$ cat config.mk
export PLATFORM = sky130hd
export DESIGN_NAME = bpsk_tx_sequencer
export DESIGN_NICKNAME = d
export VERILOG_FILES = /design/src/rtl/bpsk_tx_pkg.sv /design/src/rtl/tx_bit_serializer.sv /design/src/rtl/bpsk_tx_sequencer.sv
export SDC_FILE = /design/constraint.sdc
export NUM_CORES = 1
export LEC_CHECK = 0
export CAP_MARGIN = 20
export CORE_MARGIN = 2
export CORE_UTILIZATION = 51
export CTS_CLUSTER_DIAMETER = 80
export DETAILED_ROUTE_END_ITERATION = 7
export GPL_TIMING_DRIVEN = 0
export PLACE_DENSITY_LB_ADDON = 0.05
export REMOVE_ABC_BUFFERS = 1
export SYNTH_ARGS = -nofsm -noshare
export SYNTH_HDL_FRONTEND = slang
export SYNTH_SLANG_ARGS = --single-unit
$ cat constraint.sdc
create_clock -name i_clk -period 5.1 [get_ports i_clk]
set_clock_uncertainty 0.2 [all_clocks]
set_input_delay 0.765 -clock i_clk [delete_from_list [all_inputs] [get_ports i_clk]]
set_output_delay 0.765 -clock i_clk [all_outputs]
set_load 0.02 [all_outputs]
$ cat src/rtl/bpsk_tx_pkg.sv
// Shared state encoding, defaults and frame-length helper for bpsk_tx_sequencer.
// Macro BPSK_TX_CHECKSUM_EN adds the CHECKSUM state and the trailing XOR byte.
package bpsk_tx_pkg;

   localparam logic [7:0] SYNC_WORD_DEFAULT = 8'hD3;

   // Must track PACKET_WIDTH_OVERHEAD from the system parameters.svh.
`ifdef BPSK_TX_CHECKSUM_EN
   localparam int unsigned PACKET_WIDTH_OVERHEAD_DEFAULT = 64;
`else
   localparam int unsigned PACKET_WIDTH_OVERHEAD_DEFAULT = 56;
`endif

   typedef enum logic [2:0] {
      IDLE,
      LOAD,
      PREAMBLE,
      SYNC,
      PAYLOAD,
`ifdef BPSK_TX_CHECKSUM_EN
      CHECKSUM,
`endif
      WAIT_DONE
   } tx_state_t;

   function automatic int unsigned tx_frame_bits(input int unsigned preamble,
                                                 input int unsigned payload);
      int unsigned bits;
      bits = preamble + 8 + 8 * payload;
`ifdef BPSK_TX_CHECKSUM_EN
      bits = bits + 8;
`endif
      return bits;
   endfunction

endpackage

$ cat src/rtl/tx_bit_serializer.sv
// MSB-first 8-bit serializer; o_bit_out is the bit that will be on the line
// after this cycle's load/shift, so the caller can register it directly.
module tx_bit_serializer (
   input  logic       i_clk,
   input  logic       i_reset,
   input  logic       i_load,
   input  logic       i_shift,
   input  logic [7:0] i_data,
   output logic       o_bit_out,
   output logic       o_last_bit
);

   logic [7:0] r_shift;
   logic [2:0] r_cnt;

   always_ff @(posedge i_clk) begin
      if (i_reset) begin
         r_shift <= '0;
         r_cnt   <= '0;
      end else if (i_load) begin
         r_shift <= i_data;
         r_cnt   <= '0;
      end else if (i_shift) begin
         r_shift <= {r_shift[6:0], 1'b0};
         r_cnt   <= r_cnt + 3'd1;
      end
   end

   assign o_bit_out  = i_load ? i_data[7] : (i_shift ? r_shift[6] : r_shift[7]);
   assign o_last_bit = (r_cnt == 3'd7);

endmodule

$ cat src/rtl/bpsk_tx_sequencer.sv
// Frame sequencer feeding signal_modulator: preamble, sync word, payload
// (and a checksum byte when BPSK_TX_CHECKSUM_EN is defined), one bit per mod_next.
module bpsk_tx_sequencer
   import bpsk_tx_pkg::*;
#(
   parameter int unsigned PAYLOAD_BYTES         = 4,
   parameter int unsigned PREAMBLE_BITS         = 16,
   parameter logic [7:0]  SYNC_WORD             = SYNC_WORD_DEFAULT,
   parameter int unsigned PACKET_WIDTH_OVERHEAD = PACKET_WIDTH_OVERHEAD_DEFAULT
) (
   input  logic       i_clk,
   input  logic       i_reset,
   input  logic       i_tx_start,
   input  logic [7:0] i_in_data,
   input  logic       i_in_valid,
   output logic       o_in_ready,
   output logic       o_mod_enable,
   output logic       o_mod_data,
   input  logic       i_mod_next,
   input  logic       i_mod_done,
   output logic       o_busy,
   output logic       o_tx_done,
   output logic       o_underrun
);

   localparam int unsigned FRAME_BITS = tx_frame_bits(PREAMBLE_BITS, PAYLOAD_BYTES);
   localparam int unsigned SYM_W      = $clog2(FRAME_BITS + 1);
   localparam int unsigned BYTE_W     = $clog2(PAYLOAD_BYTES + 1);
   localparam logic [SYM_W-1:0]  LAST_PRE   = SYM_W'(PREAMBLE_BITS - 1);
   localparam logic [BYTE_W-1:0] NUM_BYTES  = BYTE_W'(PAYLOAD_BYTES);

   if (FRAME_BITS != PACKET_WIDTH_OVERHEAD) begin : g_bad_frame_len
      $error("bpsk_tx_sequencer: frame bits %0d != PACKET_WIDTH_OVERHEAD %0d",
             FRAME_BITS, PACKET_WIDTH_OVERHEAD);
   end
   if (PAYLOAD_BYTES < 1 || PREAMBLE_BITS < 2 || (PREAMBLE_BITS % 2) != 0) begin : g_bad_params
      $error("bpsk_tx_sequencer: illegal PAYLOAD_BYTES/PREAMBLE_BITS");
   end

   tx_state_t         r_state;
   logic [SYM_W-1:0]  r_sym_cnt;
   logic [BYTE_W-1:0] r_byte_cnt;
   logic [BYTE_W-1:0] r_fetch_cnt;
   logic [7:0]        r_hold;
   logic              r_hold_valid;
   logic              r_in_ready, r_mod_enable, r_mod_data, r_busy, r_tx_done, r_underrun;
`ifdef BPSK_TX_CHECKSUM_EN
   logic [7:0]        r_csum;
`endif

   logic              w_start, w_adv, w_accept, w_boundary, w_pay_last;
   logic              w_ser_load, w_ser_shift, w_ser_bit, w_ser_last;
   logic              w_hold_valid_nxt, w_fetch_phase_nxt;
   logic [7:0]        w_ser_data, w_pay_byte;
   logic [BYTE_W-1:0] w_fetch_nxt;

   assign w_start    = (r_state == IDLE) && i_tx_start;
   assign w_accept   = i_in_valid && r_in_ready;
   assign w_pay_byte = r_hold_valid ? r_hold : 8'h00;
   assign w_pay_last = (r_byte_cnt == NUM_BYTES);
   assign w_adv      = i_mod_next && (r_state inside {PREAMBLE, SYNC, PAYLOAD
`ifdef BPSK_TX_CHECKSUM_EN
                                                      , CHECKSUM
`endif
                                                      });
   assign w_boundary = i_mod_next && w_ser_last &&
                       ((r_state == SYNC) || (r_state == PAYLOAD && !w_pay_last));

   always_comb begin
      w_ser_load  = 1'b0;
      w_ser_shift = 1'b0;
      w_ser_data  = w_pay_byte;
      if (i_mod_next) begin
         case (r_state)
            PREAMBLE: if (r_sym_cnt == LAST_PRE) begin
               w_ser_load = 1'b1;
               w_ser_data = SYNC_WORD;
            end
            SYNC: if (w_ser_last) w_ser_load = 1'b1;
                  else            w_ser_shift = 1'b1;
            PAYLOAD: if (!w_ser_last)     w_ser_shift = 1'b1;
                     else if (!w_pay_last) w_ser_load = 1'b1;
`ifdef BPSK_TX_CHECKSUM_EN
                     else begin
                        w_ser_load = 1'b1;
                        w_ser_data = r_csum;
                     end
            CHECKSUM: if (!w_ser_last) w_ser_shift = 1'b1;
`endif
            default: ;
         endcase
      end
   end

   // NOTE: in_ready is a register, so it is computed from the next-cycle
   // state, holding flag and fetch count rather than the current ones.
   always_comb begin
      if (w_start)         w_hold_valid_nxt = 1'b0;
      else if (w_accept)   w_hold_valid_nxt = 1'b1;
      else if (w_boundary) w_hold_valid_nxt = 1'b0;
      else                 w_hold_valid_nxt = r_hold_valid;
      w_fetch_nxt = w_start ? '0 : r_fetch_cnt + BYTE_W'(w_accept);
      case (r_state)
         IDLE:                  w_fetch_phase_nxt = w_start;
         LOAD, PREAMBLE, SYNC:  w_fetch_phase_nxt = 1'b1;
         PAYLOAD:               w_fetch_phase_nxt = !(i_mod_next && w_ser_last && w_pay_last);
         default:               w_fetch_phase_nxt = 1'b0;
      endcase
   end

   tx_bit_serializer u_ser (
      .i_clk      (i_clk),
      .i_reset    (i_reset),
      .i_load     (w_ser_load),
      .i_shift    (w_ser_shift),
      .i_data     (w_ser_data),
      .o_bit_out  (w_ser_bit),
      .o_last_bit (w_ser_last)
   );

   always_ff @(posedge i_clk) begin
      if (i_reset) begin
         r_state      <= IDLE;
         r_sym_cnt    <= '0;
         r_byte_cnt   <= '0;
         r_fetch_cnt  <= '0;
         r_hold       <= '0;
         r_hold_valid <= 1'b0;
         r_in_ready   <= 1'b0;
         r_mod_enable <= 1'b0;
         r_mod_data   <= 1'b0;
         r_busy       <= 1'b0;
         r_tx_done    <= 1'b0;
         r_underrun   <= 1'b0;
`ifdef BPSK_TX_CHECKSUM_EN
         r_csum       <= '0;
`endif
      end else begin
         r_mod_enable <= 1'b0;
         r_tx_done    <= 1'b0;
         r_hold_valid <= w_hold_valid_nxt;
         r_fetch_cnt  <= w_fetch_nxt;
         r_in_ready   <= w_fetch_phase_nxt && !w_hold_valid_nxt && (w_fetch_nxt < NUM_BYTES);
         if (w_accept) r_hold <= i_in_data;
         if (w_adv)    r_sym_cnt <= r_sym_cnt + SYM_W'(1);
         if (w_ser_load || w_ser_shift) r_mod_data <= w_ser_bit;
         // A missing byte is replaced by 0x00: the modulator cannot be paused.
         if (w_boundary) begin
            r_byte_cnt <= r_byte_cnt + BYTE_W'(1);
            if (!r_hold_valid) r_underrun <= 1'b1;
`ifdef BPSK_TX_CHECKSUM_EN
            r_csum <= r_csum ^ w_pay_byte;
`endif
         end

         case (r_state)
            IDLE: if (i_tx_start) begin
               r_state      <= LOAD;
               r_mod_enable <= 1'b1;
               r_mod_data   <= 1'b1;
               r_busy       <= 1'b1;
               r_underrun   <= 1'b0;
               r_sym_cnt    <= '0;
               r_byte_cnt   <= '0;
`ifdef BPSK_TX_CHECKSUM_EN
               r_csum       <= '0;
`endif
            end
            LOAD: r_state <= PREAMBLE;
            PREAMBLE: if (i_mod_next) begin
               if (r_sym_cnt == LAST_PRE) r_state <= SYNC;
               else                       r_mod_data <= ~r_mod_data;
            end
            SYNC: if (i_mod_next && w_ser_last) r_state <= PAYLOAD;
            PAYLOAD: if (i_mod_next && w_ser_last && w_pay_last) begin
`ifdef BPSK_TX_CHECKSUM_EN
               r_state <= CHECKSUM;
`else
               r_state    <= WAIT_DONE;
               r_mod_data <= 1'b0;
`endif
            end
`ifdef BPSK_TX_CHECKSUM_EN
            CHECKSUM: if (i_mod_next && w_ser_last) begin
               r_state    <= WAIT_DONE;
               r_mod_data <= 1'b0;
            end
`endif
            WAIT_DONE: if (i_mod_done) begin
               r_state   <= IDLE;
               r_busy    <= 1'b0;
               r_tx_done <= 1'b1;
            end
            default: r_state <= IDLE;
         endcase
      end
   end

   assign o_in_ready   = r_in_ready;
   assign o_mod_enable = r_mod_enable;
   assign o_mod_data   = r_mod_data;
   assign o_busy       = r_busy;
   assign o_tx_done    = r_tx_done;
   assign o_underrun   = r_underrun;

endmodule

==> results.json <==
{
  "max-cap-violations": 0,
  "min-delay-start": "r_hold[6]",
  "synth_cell_types": 46,
  "die_area_um2": 4260,
  "cts_setup_buffers": 0,
  "insertion_delay_ns": 0.29,
  "hold_class": "flop to flop",
  "overflow": 0,
  "worst_pin_slew_ns": 0.990,
  "combinationalPowerShare_pct": 21.6,
  "seqPwrFrac_pct": 44.4,
  "rsz0062_at_grt": "no",
  "drv_slew": 0,
  "min_period_ns": 2.91,
  "ys_seq_area_share_pct": 41.8,
  "clkTransAtPathRegs_ns": 0.07,
  "num_io_pins": 20,
  "p_int_w": 0.000619,
  "cts.sinks": 40,
  "required_ns": 5.08,
  "chipWidth_um": 65.3,
  "root_buffer": "clkbuf_8",
  "htreeDepth": 2,
  "num_vias": 1549,
  "fmax_mhz": 344,
  "ys.flop_type": "dfxtp_1",
  "drc_errors": 0,
  "status": "finished clean",
  "yosys_warnings": 0,
  "hold_depth": 2,
  "syn_inst": 218,
  "clkPwrFrac_pct": 34.1,
  "die_y_um": 65.3,
  "slew_headroom_pct": 33.6,
  "p_sw_w": 0.000247,
  "place.port_buffers": 19,
  "fill_cells": 334,
  "synth.largest_area_cell": "dfxtp_1",
  "cts-resized-gates": 0,
  "syn-cell-area_um2": 1910,
  "synth.cells.most_frequent": "40 x dfxtp_1, 30 x nand2_1, 23 x a21oi_1",
  "yosysMostFrequentCell": "dfxtp_1",
  "reg2reg_to": "u_ser.r_shift[6]",
  "worstPathArrival_ns": 2.88,
  "clk_path_buf_depth": 2,
  "ant_nets": 0,
  "grt_use_met2_pct": 30.5,
  "holdPathEnd": "r_hold[6]",
  "wire_per_inst_um": 13.0,
  "num_rows": 22,
  "r2r_start": "r_state[2]",
  "rr_worst_depth": 5,
  "crit_path_end_kind": "flop",
  "grt_usage_pct": 19.1,
  "criticalPathCategory": "primary input to flop",
  "start_util_pct": 52.7,
  "ir_drop_mv": 0.267,
  "cts_tree": "done",
  "hold_ws_ns": 0.267,
  "final.setup.tns_ns": 0,
  "synth.top_cell.area_share_pct": 41.8,
  "grt_busiest_layer": "met2",
  "leakagePower_nw": 0.862,
  "synthArstFlopShare_pct": 0,
  "numCtsBuffers": 5,
  "grt.met1_usage_pct": 24.5,
  "period_share_pct": 57.0,
  "place_hpwl_mm": 2.69,
  "first_global_vias": 1419,
  "synth-edff-count": 0,
  "core_area_um2": 3630,
  "hold_viol": 0,
  "holdBufCountCts": 0,
  "final_nets": 254,
  "grt_max_degree": 28,
  "grt_pass1_wl_mm": 6.32,
  "antenna_found_initial": 0,
  "grt.met3_usage_pct": 4.11,
  "drive_gt1_share_pct": 7.30,
  "area_growth_syn_to_layout_pct": 16.9,
  "yosys-top-cells-area": "dfxtp_1 42%, a21oi_1 6.0%, nand2_1 5.9%, ha_1 4.6%, nor2_1 3.1%",
  "synth_seq_cells": 40,
  "wl_mm": 3.65,
  "synth_area_per_cell_um2": 8.78,
  "drt_iter0_drc": 52,
  "cp-startpoint": "i_in_valid",
  "gp_congestion": 0.796,
  "diodes": 0,
  "avgViaCountPerCell": 5.51,
  "cp_max_fo": 11,
  "firstDrtPassIters": 4,
  "setup_viol": 0,
  "start_kind": "primary input",
  "reg2reg_slack_ns": 2.54,
  "power_density_nw_per_um2": 387,
  "p_sw_share_pct": 28.5
}
-- how the worst max path moves through the flow --
stage / depth (start not counted) / slack, ns / endpoint
after floorplan: 7 / 2.55 / o_in_ready
after global placement: 8 / 1.92 / o_in_ready
after detailed placement: 8 / 1.90 / o_in_ready
after CTS: 8 / 2.19 / o_in_ready
after global routing: 8 / 2.08 / o_in_ready
final: 8 / 2.19 / o_in_ready
-- per-stage QoR --
step                      power, W  setup slack (ns)  std cells  cell area (um2)  util [%]
after detailed placement  0.000576              1.90        274             2110      58.0
final                     0.000866              2.19        281             2240      61.6
after global routing      0.000913              2.08        281             2240      61.6
after floorplan           0.000510              2.55        207             1860         -
after CTS                 0.000873              2.19        281             2240      61.6
after global placement    0.000570              1.92        274             2110      58.0
-- layer usage --
layer  vias up  routed length, um
li1        791                  -
met1       729               1740
met2        24               1700
met3         5                152
met4         0                 59
met5         -                  0
-- layout make-up --
| class | count | area (um2) | share of cell area, % |
|---|---|---|---|
| repair buffers | 19 | 190 | 8.50 |
| clock inverters | 2 | 60.1 | 2.68 |
| flip-flops and latches | 40 | 801 | 35.8 |
| well taps | 48 | 60.1 | 2.68 |
| clock buffers | 5 | 68.8 | 3.08 |
| inverters | 6 | 22.5 | 1.01 |
| multi-input cells | 161 | 1030 | 46.3 |
-- layout by cell type, fill, tap and decap left out, types with 3 or more instances in the layout --
cell type,netlist,routed
inv_1,6,6
xnor2_1,4,4
o21ai_1,3,3
nor3_1,6,6
nor2b_1,4,4
clkdlybuf4s50_1,0,19
mux2i_1,5,5
nor2_1,16,16
a211oi_1,6,6
clkbuf_8,0,5
ha_1,7,7
or2_1,3,3
nand4_1,6,6
a21oi_1,23,23
and2_1,7,7
dfxtp_1,40,40
xor2_1,6,6
nand2_1,30,30
-- flip-flops by register name (all words and copies together) (netlist names) --
register / count
o_tx_done: 1
o_underrun: 1
o_in_ready: 1
u_ser.r_shift: 7
r_sym_cnt: 6
u_ser.r_cnt: 3
r_hold: 8
r_hold_valid: 1
o_busy: 1
r_byte_cnt: 3
r_fetch_cnt: 3
r_state: 3
o_mod_data: 1
o_mod_enable: 1
-- kinds of logic after synthesis --
family | after synthesis | synth area share (%)
muxes | 6 | 3.20
xor gates and xnor gates | 10 | 4.57
and+or+nand+nor | 88 | 24.2
adders and majority gates | 7 | 4.57
buffers and inverters | 17 | 4.12
DFF | 40 | 41.8
AOI/OAI and AO/OA | 50 | 17.5
-- power by group through the flow --
stage	combinational [W]	clock [W]	sequential, W
floorplan	0.000117	0	0.000392
global placement	0.000181	0	0.000389
detailed placement	0.000186	0	0.000390
CTS	0.000188	0.000301	0.000384
global route	0.000207	0.000315	0.000391
finish	0.000187	0.000295	0.000384
-- critical path, cell delays in order --
cell and delay, ns:
clkdlybuf4s50_1 0.41, nand2_1 0.25, inv_1 0.24, ha_1 0.24, ha_1 0.18, xor2_1 0.17
a211o_1 0.28, a2111oi_2 0.33
(Power assumes the default switching activity.)
